===== src/rtl/fwd_scoreboard_pkg.sv =====
// Shared definitions for the forwarding scoreboard.
//   - forwarding-select encoding (0 = register file, k = k stages after EX)
//   - layout of one in-flight tag: {v, we, rd[AW-1:0], ld}, ld at bit 0
//   - per-cycle slot action taken when loading entry 0
package fwd_scoreboard_pkg;

  localparam int FWD_SEL_RF   = 0;  // no bypass, operand comes from the regfile
  localparam int STAGE_EX_MEM = 1;  // distance of entry 0 (the instr now in EX)

  localparam int ENT_LD = 0;        // load flag
  localparam int ENT_RD = 1;        // lsb of destination register field

  function automatic int ent_we_pos(input int aw);
    return aw + 1;
  endfunction

  function automatic int ent_v_pos(input int aw);
    return aw + 2;
  endfunction

  function automatic int ent_width(input int aw);
    return aw + 3;
  endfunction

  typedef enum logic [1:0] {
    SLOT_BUBBLE = 2'd0,  // nothing issues (idle ID or load-use stall)
    SLOT_ISSUE  = 2'd1,  // ID instr moves into EX
    SLOT_FLUSH  = 2'd2   // ID and EX squashed
  } slot_act_e;

endpackage


===== src/rtl/fwd_scoreboard_if.sv =====
// ID-stage request / EX-stage result bundle of the forwarding scoreboard.
//   master: pipeline control (drives ID info and flush, receives stall/selects)
//   slave : the scoreboard
// Signals:
//   id_valid, id_src, id_src_used, id_we, id_rd, id_is_load  ID-stage instruction
//   ex_flush    squash ID and EX
//   stall       combinational load-use stall
//   ex_valid    EX holds a real instruction
//   ex_fwd_sel  per-source bypass select, src k at [k*SELW +: SELW]
//   stall_cnt   saturating stall-cycle counter
interface fwd_scoreboard_if #(
  parameter int AW      = 3,
  parameter int NUM_SRC = 2,
  parameter int SELW    = 2
);
  logic                     id_valid;
  logic [NUM_SRC*AW-1:0]    id_src;
  logic [NUM_SRC-1:0]       id_src_used;
  logic                     id_we;
  logic [AW-1:0]            id_rd;
  logic                     id_is_load;
  logic                     ex_flush;
  logic                     stall;
  logic                     ex_valid;
  logic [NUM_SRC*SELW-1:0]  ex_fwd_sel;
  logic [15:0]              stall_cnt;

  modport master (
    output id_valid, id_src, id_src_used, id_we, id_rd, id_is_load, ex_flush,
    input  stall, ex_valid, ex_fwd_sel, stall_cnt
  );

  modport slave (
    input  id_valid, id_src, id_src_used, id_we, id_rd, id_is_load, ex_flush,
    output stall, ex_valid, ex_fwd_sel, stall_cnt
  );
endinterface


===== src/rtl/fwd_scoreboard_match.sv =====
// Priority compare of one source operand against every in-flight tag.
// Ports:
//   ent_live  per-entry "writes a forwardable register" flag
//   ent_ld    per-entry load flag
//   ent_rd    per-entry destination, entry i at [i*AW +: AW]
//   src       source register address
//   src_used  source is actually read
//   sel       distance of nearest matching entry, FWD_SEL_RF if none
//   load_hit  some matching load is still too young to forward
module fwd_scoreboard_match
  import fwd_scoreboard_pkg::*;
#(
  parameter int AW       = 3,
  parameter int DEPTH    = 2,
  parameter int LOAD_LAT = 2,
  parameter int SELW     = 2
) (
  input  logic [DEPTH-1:0]    ent_live,
  input  logic [DEPTH-1:0]    ent_ld,
  input  logic [DEPTH*AW-1:0] ent_rd,
  input  logic [AW-1:0]       src,
  input  logic                src_used,
  output logic [SELW-1:0]     sel,
  output logic                load_hit
);

  // Walk from the oldest entry to the newest so the nearest match is the
  // last assignment and wins. load_hit looks at every match, not just the
  // nearest: an older young load still blocks even when shadowed.
  always_comb begin
    sel      = SELW'(FWD_SEL_RF);
    load_hit = 1'b0;
    for (int i = DEPTH - 1; i >= 0; i--) begin
      if (src_used && ent_live[i] && (ent_rd[i*AW +: AW] == src)) begin
        sel = SELW'(i + STAGE_EX_MEM);
        if (ent_ld[i] && ((i + STAGE_EX_MEM) < LOAD_LAT)) begin
          load_hit = 1'b1;
        end
      end
    end
  end

endmodule


===== src/rtl/fwd_scoreboard.sv =====
// Forwarding / load-use hazard scoreboard beside the ID/EX register.
// Keeps DEPTH tags of recently issued instructions (entry 0 = instr in EX),
// resolves per-source bypass selects at ID and registers them into EX,
// raises the load-use stall and counts stall cycles.
// Ports:
//   clk   clock
//   rst   synchronous active-high reset
//   bus   fwd_scoreboard_if.slave (ID request in, stall/EX selects out)
module fwd_scoreboard
  import fwd_scoreboard_pkg::*;
#(
  parameter int AW       = 3,
  parameter int NUM_SRC  = 2,
  parameter int DEPTH    = 2,
  parameter int LOAD_LAT = 2,
  parameter int R0_ZERO  = 0
) (
  input  logic            clk,
  input  logic            rst,
  fwd_scoreboard_if.slave bus
);

  localparam int SELW = $clog2(DEPTH + 1);
  localparam int EW   = ent_width(AW);
  localparam int EV   = ent_v_pos(AW);
  localparam int EWE  = ent_we_pos(AW);

  logic [EW-1:0]           ent_q [DEPTH];
  logic [DEPTH-1:0]        ent_live;
  logic [DEPTH-1:0]        ent_ld;
  logic [DEPTH*AW-1:0]     ent_rd;
  logic [NUM_SRC*SELW-1:0] sel_all;
  logic [NUM_SRC-1:0]      load_hit;
  logic                    stall_c;
  slot_act_e               act;
  logic [EW-1:0]           new_tag;
  logic                    ex_valid_q;
  logic [NUM_SRC*SELW-1:0] ex_sel_q;
  logic [15:0]             stall_cnt_q;

  // Writes to r0 are invisible when R0_ZERO is set, so they never bypass
  // and never cause a load-use stall.
  always_comb begin
    ent_live = '0;
    ent_ld   = '0;
    ent_rd   = '0;
    for (int i = 0; i < DEPTH; i++) begin
      ent_live[i] = ent_q[i][EV] && ent_q[i][EWE] &&
                    !((R0_ZERO != 0) && (ent_q[i][ENT_RD +: AW] == '0));
      ent_ld[i]   = ent_q[i][ENT_LD];
      ent_rd[i*AW +: AW] = ent_q[i][ENT_RD +: AW];
    end
  end

  for (genvar k = 0; k < NUM_SRC; k++) begin : g_src
    fwd_scoreboard_match #(
      .AW       (AW),
      .DEPTH    (DEPTH),
      .LOAD_LAT (LOAD_LAT),
      .SELW     (SELW)
    ) u_match (
      .ent_live (ent_live),
      .ent_ld   (ent_ld),
      .ent_rd   (ent_rd),
      .src      (bus.id_src[k*AW +: AW]),
      .src_used (bus.id_src_used[k]),
      .sel      (sel_all[k*SELW +: SELW]),
      .load_hit (load_hit[k])
    );
  end

  // Stall is masked during reset so the held instr never sees stale tags,
  // and a flush overrides it since the ID instr is being squashed anyway.
  always_comb begin
    stall_c = !rst && bus.id_valid && !bus.ex_flush && (|load_hit);
    if (bus.ex_flush) begin
      act = SLOT_FLUSH;
    end else if (bus.id_valid && !stall_c) begin
      act = SLOT_ISSUE;
    end else begin
      act = SLOT_BUBBLE;
    end
  end

  always_comb begin
    new_tag                 = '0;
    new_tag[EV]             = (act == SLOT_ISSUE);
    new_tag[EWE]            = bus.id_we;
    new_tag[ENT_RD +: AW]   = bus.id_rd;
    new_tag[ENT_LD]         = bus.id_is_load;
  end

  always_ff @(posedge clk) begin
    if (rst) begin
      for (int i = 0; i < DEPTH; i++) begin
        ent_q[i] <= '0;
      end
      ex_valid_q  <= 1'b0;
      ex_sel_q    <= '0;
      stall_cnt_q <= '0;
    end else begin
      ent_q[0] <= new_tag;
      for (int i = 1; i < DEPTH; i++) begin
        ent_q[i] <= ent_q[i-1];
        // The instr leaving EX on a flush was squashed: age it as a bubble.
        if ((i == 1) && (act == SLOT_FLUSH)) begin
          ent_q[i][EV] <= 1'b0;
        end
      end
      ex_valid_q <= (act == SLOT_ISSUE);
      ex_sel_q   <= (act == SLOT_ISSUE) ? sel_all : '0;
      if (stall_c && (stall_cnt_q != 16'hFFFF)) begin
        stall_cnt_q <= stall_cnt_q + 16'd1;
      end
    end
  end

  assign bus.stall      = stall_c;
  assign bus.ex_valid   = ex_valid_q;
  assign bus.ex_fwd_sel = ex_sel_q;
  assign bus.stall_cnt  = stall_cnt_q;

endmodule


===== src/flat_wrapper.sv =====
// flat-port wrapper written by rule: the top's interface ports become plain ports
module fwd_scoreboard_flat import fwd_scoreboard_pkg::*;
#(
  parameter int AW       = 3,
  parameter int NUM_SRC  = 2,
  parameter int DEPTH    = 2,
  parameter int LOAD_LAT = 2,
  parameter int R0_ZERO  = 0
)
  (clk, rst, bus_id_valid, bus_id_src, bus_id_src_used, bus_id_we, bus_id_rd, bus_id_is_load, bus_ex_flush, bus_stall, bus_ex_valid, bus_ex_fwd_sel, bus_stall_cnt);
  fwd_scoreboard_if #(.AW(AW), .NUM_SRC(NUM_SRC), .SELW(2)) bus_i ();
  input  logic clk;
  input  logic rst;
  input wire logic [$bits(bus_i.id_valid)-1:0] bus_id_valid;
  input wire logic [$bits(bus_i.id_src)-1:0] bus_id_src;
  input wire logic [$bits(bus_i.id_src_used)-1:0] bus_id_src_used;
  input wire logic [$bits(bus_i.id_we)-1:0] bus_id_we;
  input wire logic [$bits(bus_i.id_rd)-1:0] bus_id_rd;
  input wire logic [$bits(bus_i.id_is_load)-1:0] bus_id_is_load;
  input wire logic [$bits(bus_i.ex_flush)-1:0] bus_ex_flush;
  output wire logic [$bits(bus_i.stall)-1:0] bus_stall;
  output wire logic [$bits(bus_i.ex_valid)-1:0] bus_ex_valid;
  output wire logic [$bits(bus_i.ex_fwd_sel)-1:0] bus_ex_fwd_sel;
  output wire logic [$bits(bus_i.stall_cnt)-1:0] bus_stall_cnt;
  assign bus_i.id_valid = bus_id_valid;
  assign bus_i.id_src = bus_id_src;
  assign bus_i.id_src_used = bus_id_src_used;
  assign bus_i.id_we = bus_id_we;
  assign bus_i.id_rd = bus_id_rd;
  assign bus_i.id_is_load = bus_id_is_load;
  assign bus_i.ex_flush = bus_ex_flush;
  assign bus_stall = bus_i.stall;
  assign bus_ex_valid = bus_i.ex_valid;
  assign bus_ex_fwd_sel = bus_i.ex_fwd_sel;
  assign bus_stall_cnt = bus_i.stall_cnt;
  fwd_scoreboard #(.AW(AW), .NUM_SRC(NUM_SRC), .DEPTH(DEPTH), .LOAD_LAT(LOAD_LAT), .R0_ZERO(R0_ZERO)) u_core (.clk(clk), .rst(rst), .bus(bus_i));
endmodule

===== config.mk =====
export PLATFORM = sky130hd
export DESIGN_NAME = fwd_scoreboard_flat
export DESIGN_NICKNAME = d
export VERILOG_FILES = /design/src/rtl/fwd_scoreboard_pkg.sv /design/src/rtl/fwd_scoreboard_if.sv /design/src/rtl/fwd_scoreboard_match.sv /design/src/rtl/fwd_scoreboard.sv /design/src/flat_wrapper.sv
export SDC_FILE = /design/constraint.sdc
export NUM_CORES = 1
export LEC_CHECK = 0
export ABC_AREA = 1
export BUFFER_PORTS_ARGS = -buffer_cell sky130_fd_sc_hd__buf_4
export CAP_MARGIN = 20
export CORE_ASPECT_RATIO = 0.9
export CORE_MARGIN = 5
export CORE_UTILIZATION = 57
export DETAILED_ROUTE_END_ITERATION = 12
export PLACE_DENSITY = 0.84
export SLEW_MARGIN = 5
export SYNTH_ARGS = -nofsm -noshare
export SYNTH_HDL_FRONTEND = slang
export SYNTH_SLANG_ARGS = --single-unit

===== constraint.sdc =====
create_clock -name clk -period 2.25 [get_ports clk]
set_clock_uncertainty 0.05 [all_clocks]
set_input_delay 0.1125 -clock clk [delete_from_list [all_inputs] [get_ports clk]]
set_output_delay 0.1125 -clock clk [all_outputs]
set_load 0.005 [all_outputs]

==> metrics.txt <==
status finished, final reports clean; worst rel slew slack 81.2%; Resized cells post-CTS 0; pwr dens 448 nW/µm²; Core Area 2820 µm²; final number of hold-violating endpoints 0; synthesized flop and latch total 31; Crit Path Max Fanout 11; DP HPWL 2900 µm; Final #Nets 315; Internal 721 µW; initial core utilization 60.4%; worst path required time 2.09 ns; period utilisation layout 85.0%; Cells after Synth 250; CTS tree yes; post-synth top area cell dfxtp_1; die width 67.6 µm; top-level I/O count 39; critical path capture point type output pin; number of library cell types mapped by synthesis 28; Cell Rows 18; Util after Layout 75.6%; number of vias in the routed layout 1677; maximum clock rate 523 MHz; Vias/cell 4.96; die height 61.8 µm; initial antenna violation count 0; Synthesized Nets 268; setup TNS 0 ns; Routed Wire Length 3910 µm; PortBufs 38; Seq pwr share 59.2%; Yosys top cell area share 36.5%; DR WL/cell 11.6 µm; Area Growth Syn to Fin 25.1%; GRT Resource Usage Total 21.3%; sequential area share after synthesis 36.5%; routability cong. 0.827; ranking of synthesized cells by area dfxtp_1 (36%), nand2_1 (16%), nand4_1 (7.0%), nor2_1 (6.6%), inv_1 (6.4%); Leakage 1.01 nW; First DRT Iteration DRCs 100; antenna diode count 0; Setup Viol. Count Final 0; Logic pwr share 8.9%; Max Cap Viol 0; CTS Root Cell clkbuf_4; Max VDD drop 0.396 mV; layout filler cell count 236; first-pass GRT wire length 6550 µm; clk sink count 31; DRC violations left 0; Routed Antenna Nets 0; Syn Std Cell Area 1700 µm²; Final Max Tran Viols 0; layout cells sized above 1 20.1%; Mapped Avg Cell Area 6.80 µm²; Clock Latency Late Sink 0.33 ns; Worst-path clk slew 0.09 ns; Ys Warns 0; pin count of the biggest net entering global routing 25; Hold WC Path Type input pin to flip-flop; die area 4180 µm²; RSZ-0062 raised after global routing false; Tmin final 1.91 ns; vias in the first global route 1465; kind of critical path flip-flop to output pin; CTS H-tree lvls 2; cts bufs inserted 5; worst-margin pin slew 0.282 ns; sw frac 24.3%; switching power 231 µW; Max clock buf depth 2; Startpoint Class flip-flop; clock group share of total power 31.9%; WP data arrival 1.75 ns; drt first pass iters 4; total gr overflow 0
cells by family (layout without fill, tap and decap cells):
group | Yosys count | after routing | share of synthesized area (%)
and+or+nand+nor | 148 | 148 | 41.9
DFF | 31 | 31 | 36.5
AOI/OAI and AO/OA | 18 | 18 | 5.44
xor gates and xnor gates | 11 | 11 | 5.67
adders and majority gates | 1 | 1 | 0.736
buffers and inverters | 41 | 89 | 9.71
cells in the final DEF, fill, tap and decap left out:
cell type      synthesis  layout
dlygate4sd3_1          0       6
buf_4                  1      40
nand3_1               11      11
nand4_1               19      19
nand3_2                1       1
a21oi_1               13      13
inv_1                 29      29
inv_2                  5       5
nor3b_1                2       2
clkinv_1               1       1
o21ai_1                1       1
nor2_2                 3       3
nand2_2                1       1
o21ai_0                3       3
nor2_8                 1       1
nand2_1               73      73
xnor2_1                7       7
clkinv_2               0       1
nor2_1                30      30
dfxtp_1               31      31
nand3b_1               3       3
nor3_4                 1       1
nand3_4                1       1
xor2_1                 4       4
clkbuf_4               0       5
ha_1                   1       1
nor3_1                 1       1
clkbuf_1               4       2
nand4_4                1       1
a211oi_1               1       1
synth_stat cells:
library cell,number
a211oi_1,1
a21oi_1,13
buf_4,1
buf_6,1
clkbuf_1,4
clkinv_1,1
dfxtp_1,31
ha_1,1
inv_1,29
inv_2,5
nand2_1,73
nand2_2,1
nand3_1,11
nand3_2,1
nand3_4,1
nand3b_1,3
nand4_1,19
nand4_4,1
nor2_1,30
nor2_2,3
nor2_8,1
nor3_1,1
nor3_4,1
nor3b_1,2
o21ai_0,3
o21ai_1,1
xnor2_1,7
xor2_1,4
state kept, by name, summed over array words and instances (netlist names):
name,count
u_core.bus.ex_fwd_sel,4
u_core.bus.stall_cnt,16
u_core.bus.ex_valid,1
u_core.ent_q,10
stage by stage:
step,hold slack (ns),area (µm²),worst slack (ns),power (mW),instances
final,0.0339,2130,0.338,0.952,338
after global routing,0.0515,2130,0.151,0.999,338
after CTS,0.0251,2130,0.364,0.963,338
after detailed placement,0.247,2020,0.460,0.652,324
after global placement,0.248,2020,0.493,0.650,324
after floorplan,0.132,1700,0.657,0.614,250
power groups by stage:
stage	Sequential, mW	Clock (mW)	Combinational, mW
floorplan	0.575	0	0.0391
detailed placement	0.576	0	0.0754
global placement	0.576	0	0.0743
CTS	0.563	0.315	0.0838
global route	0.565	0.338	0.0966
finish	0.564	0.303	0.0848
routing by layer:
layer / GRT usage [%] / vias up / share of wire [%]
li1: - / 886 / -
met1: 28.9 / 735 / 49
met2: 32.3 / 51 / 42
met3: 5.40 / 5 / 7.9
met4: 8.67 / 0 / 1.1
met5: 0 / - / 0
repair_timing:
| action | 4_1_cts | 5_1_grt |
|---|---|---|
| hold buffers | 6 | 0 |
| setup buffers | 0 | 0 |
| endpoints found under the hold margin | 6 | 0 |
worst max-delay path: stages (launching register included):
cell     delay (ns)
dfxtp_1        0.39
inv_2          0.06
nand2_1        0.06
nand2_1        0.05
nor2_1         0.18
nand3_1        0.11
nand2_2        0.17
buf_4          0.20
nand2_1        0.07
inv_1          0.05
buf_4          0.09
layout make-up:
| cell class | instances | area, µm² | area share [%] |
|---|---|---|---|
| Multi-Input combinational cell | 178 | 915 | 43.0 |
| Sequential cell | 31 | 621 | 29.2 |
| Timing Repair Buffer | 46 | 360 | 16.9 |
| Inverter | 35 | 131 | 6.18 |
| Tap cell | 40 | 50.0 | 2.35 |
| Clock buffer | 7 | 45.0 | 2.12 |
| Clock inverter | 1 | 5.00 | 0.235 |
path summary, 6_finish.rpt:
| kind | startpoint | endpoint | slack (ns) | cells after the start |
|---|---|---|---|---|
| setup / recovery | u_core.ent_q[0][1]$_SDFF_PP0_ | bus_stall | 0.34 | 10 |
| hold / removal | bus_id_src[0] | u_core.bus.ex_fwd_sel[1]$_SDFF_PP0_ | 0.03 | 4 |
| setup reg to reg | u_core.bus.stall_cnt[0]$_SDFFE_PP0P_ | u_core.bus.stall_cnt[11]$_SDFFE_PP0P_ | 0.41 | 7 |
| hold reg to reg | u_core.ent_q[0][4]$_SDFF_PP0_ | u_core.ent_q[1][4]$_SDFF_PP0_ | 0.41 | 2 |
Power figures use the tool's default switching activity.
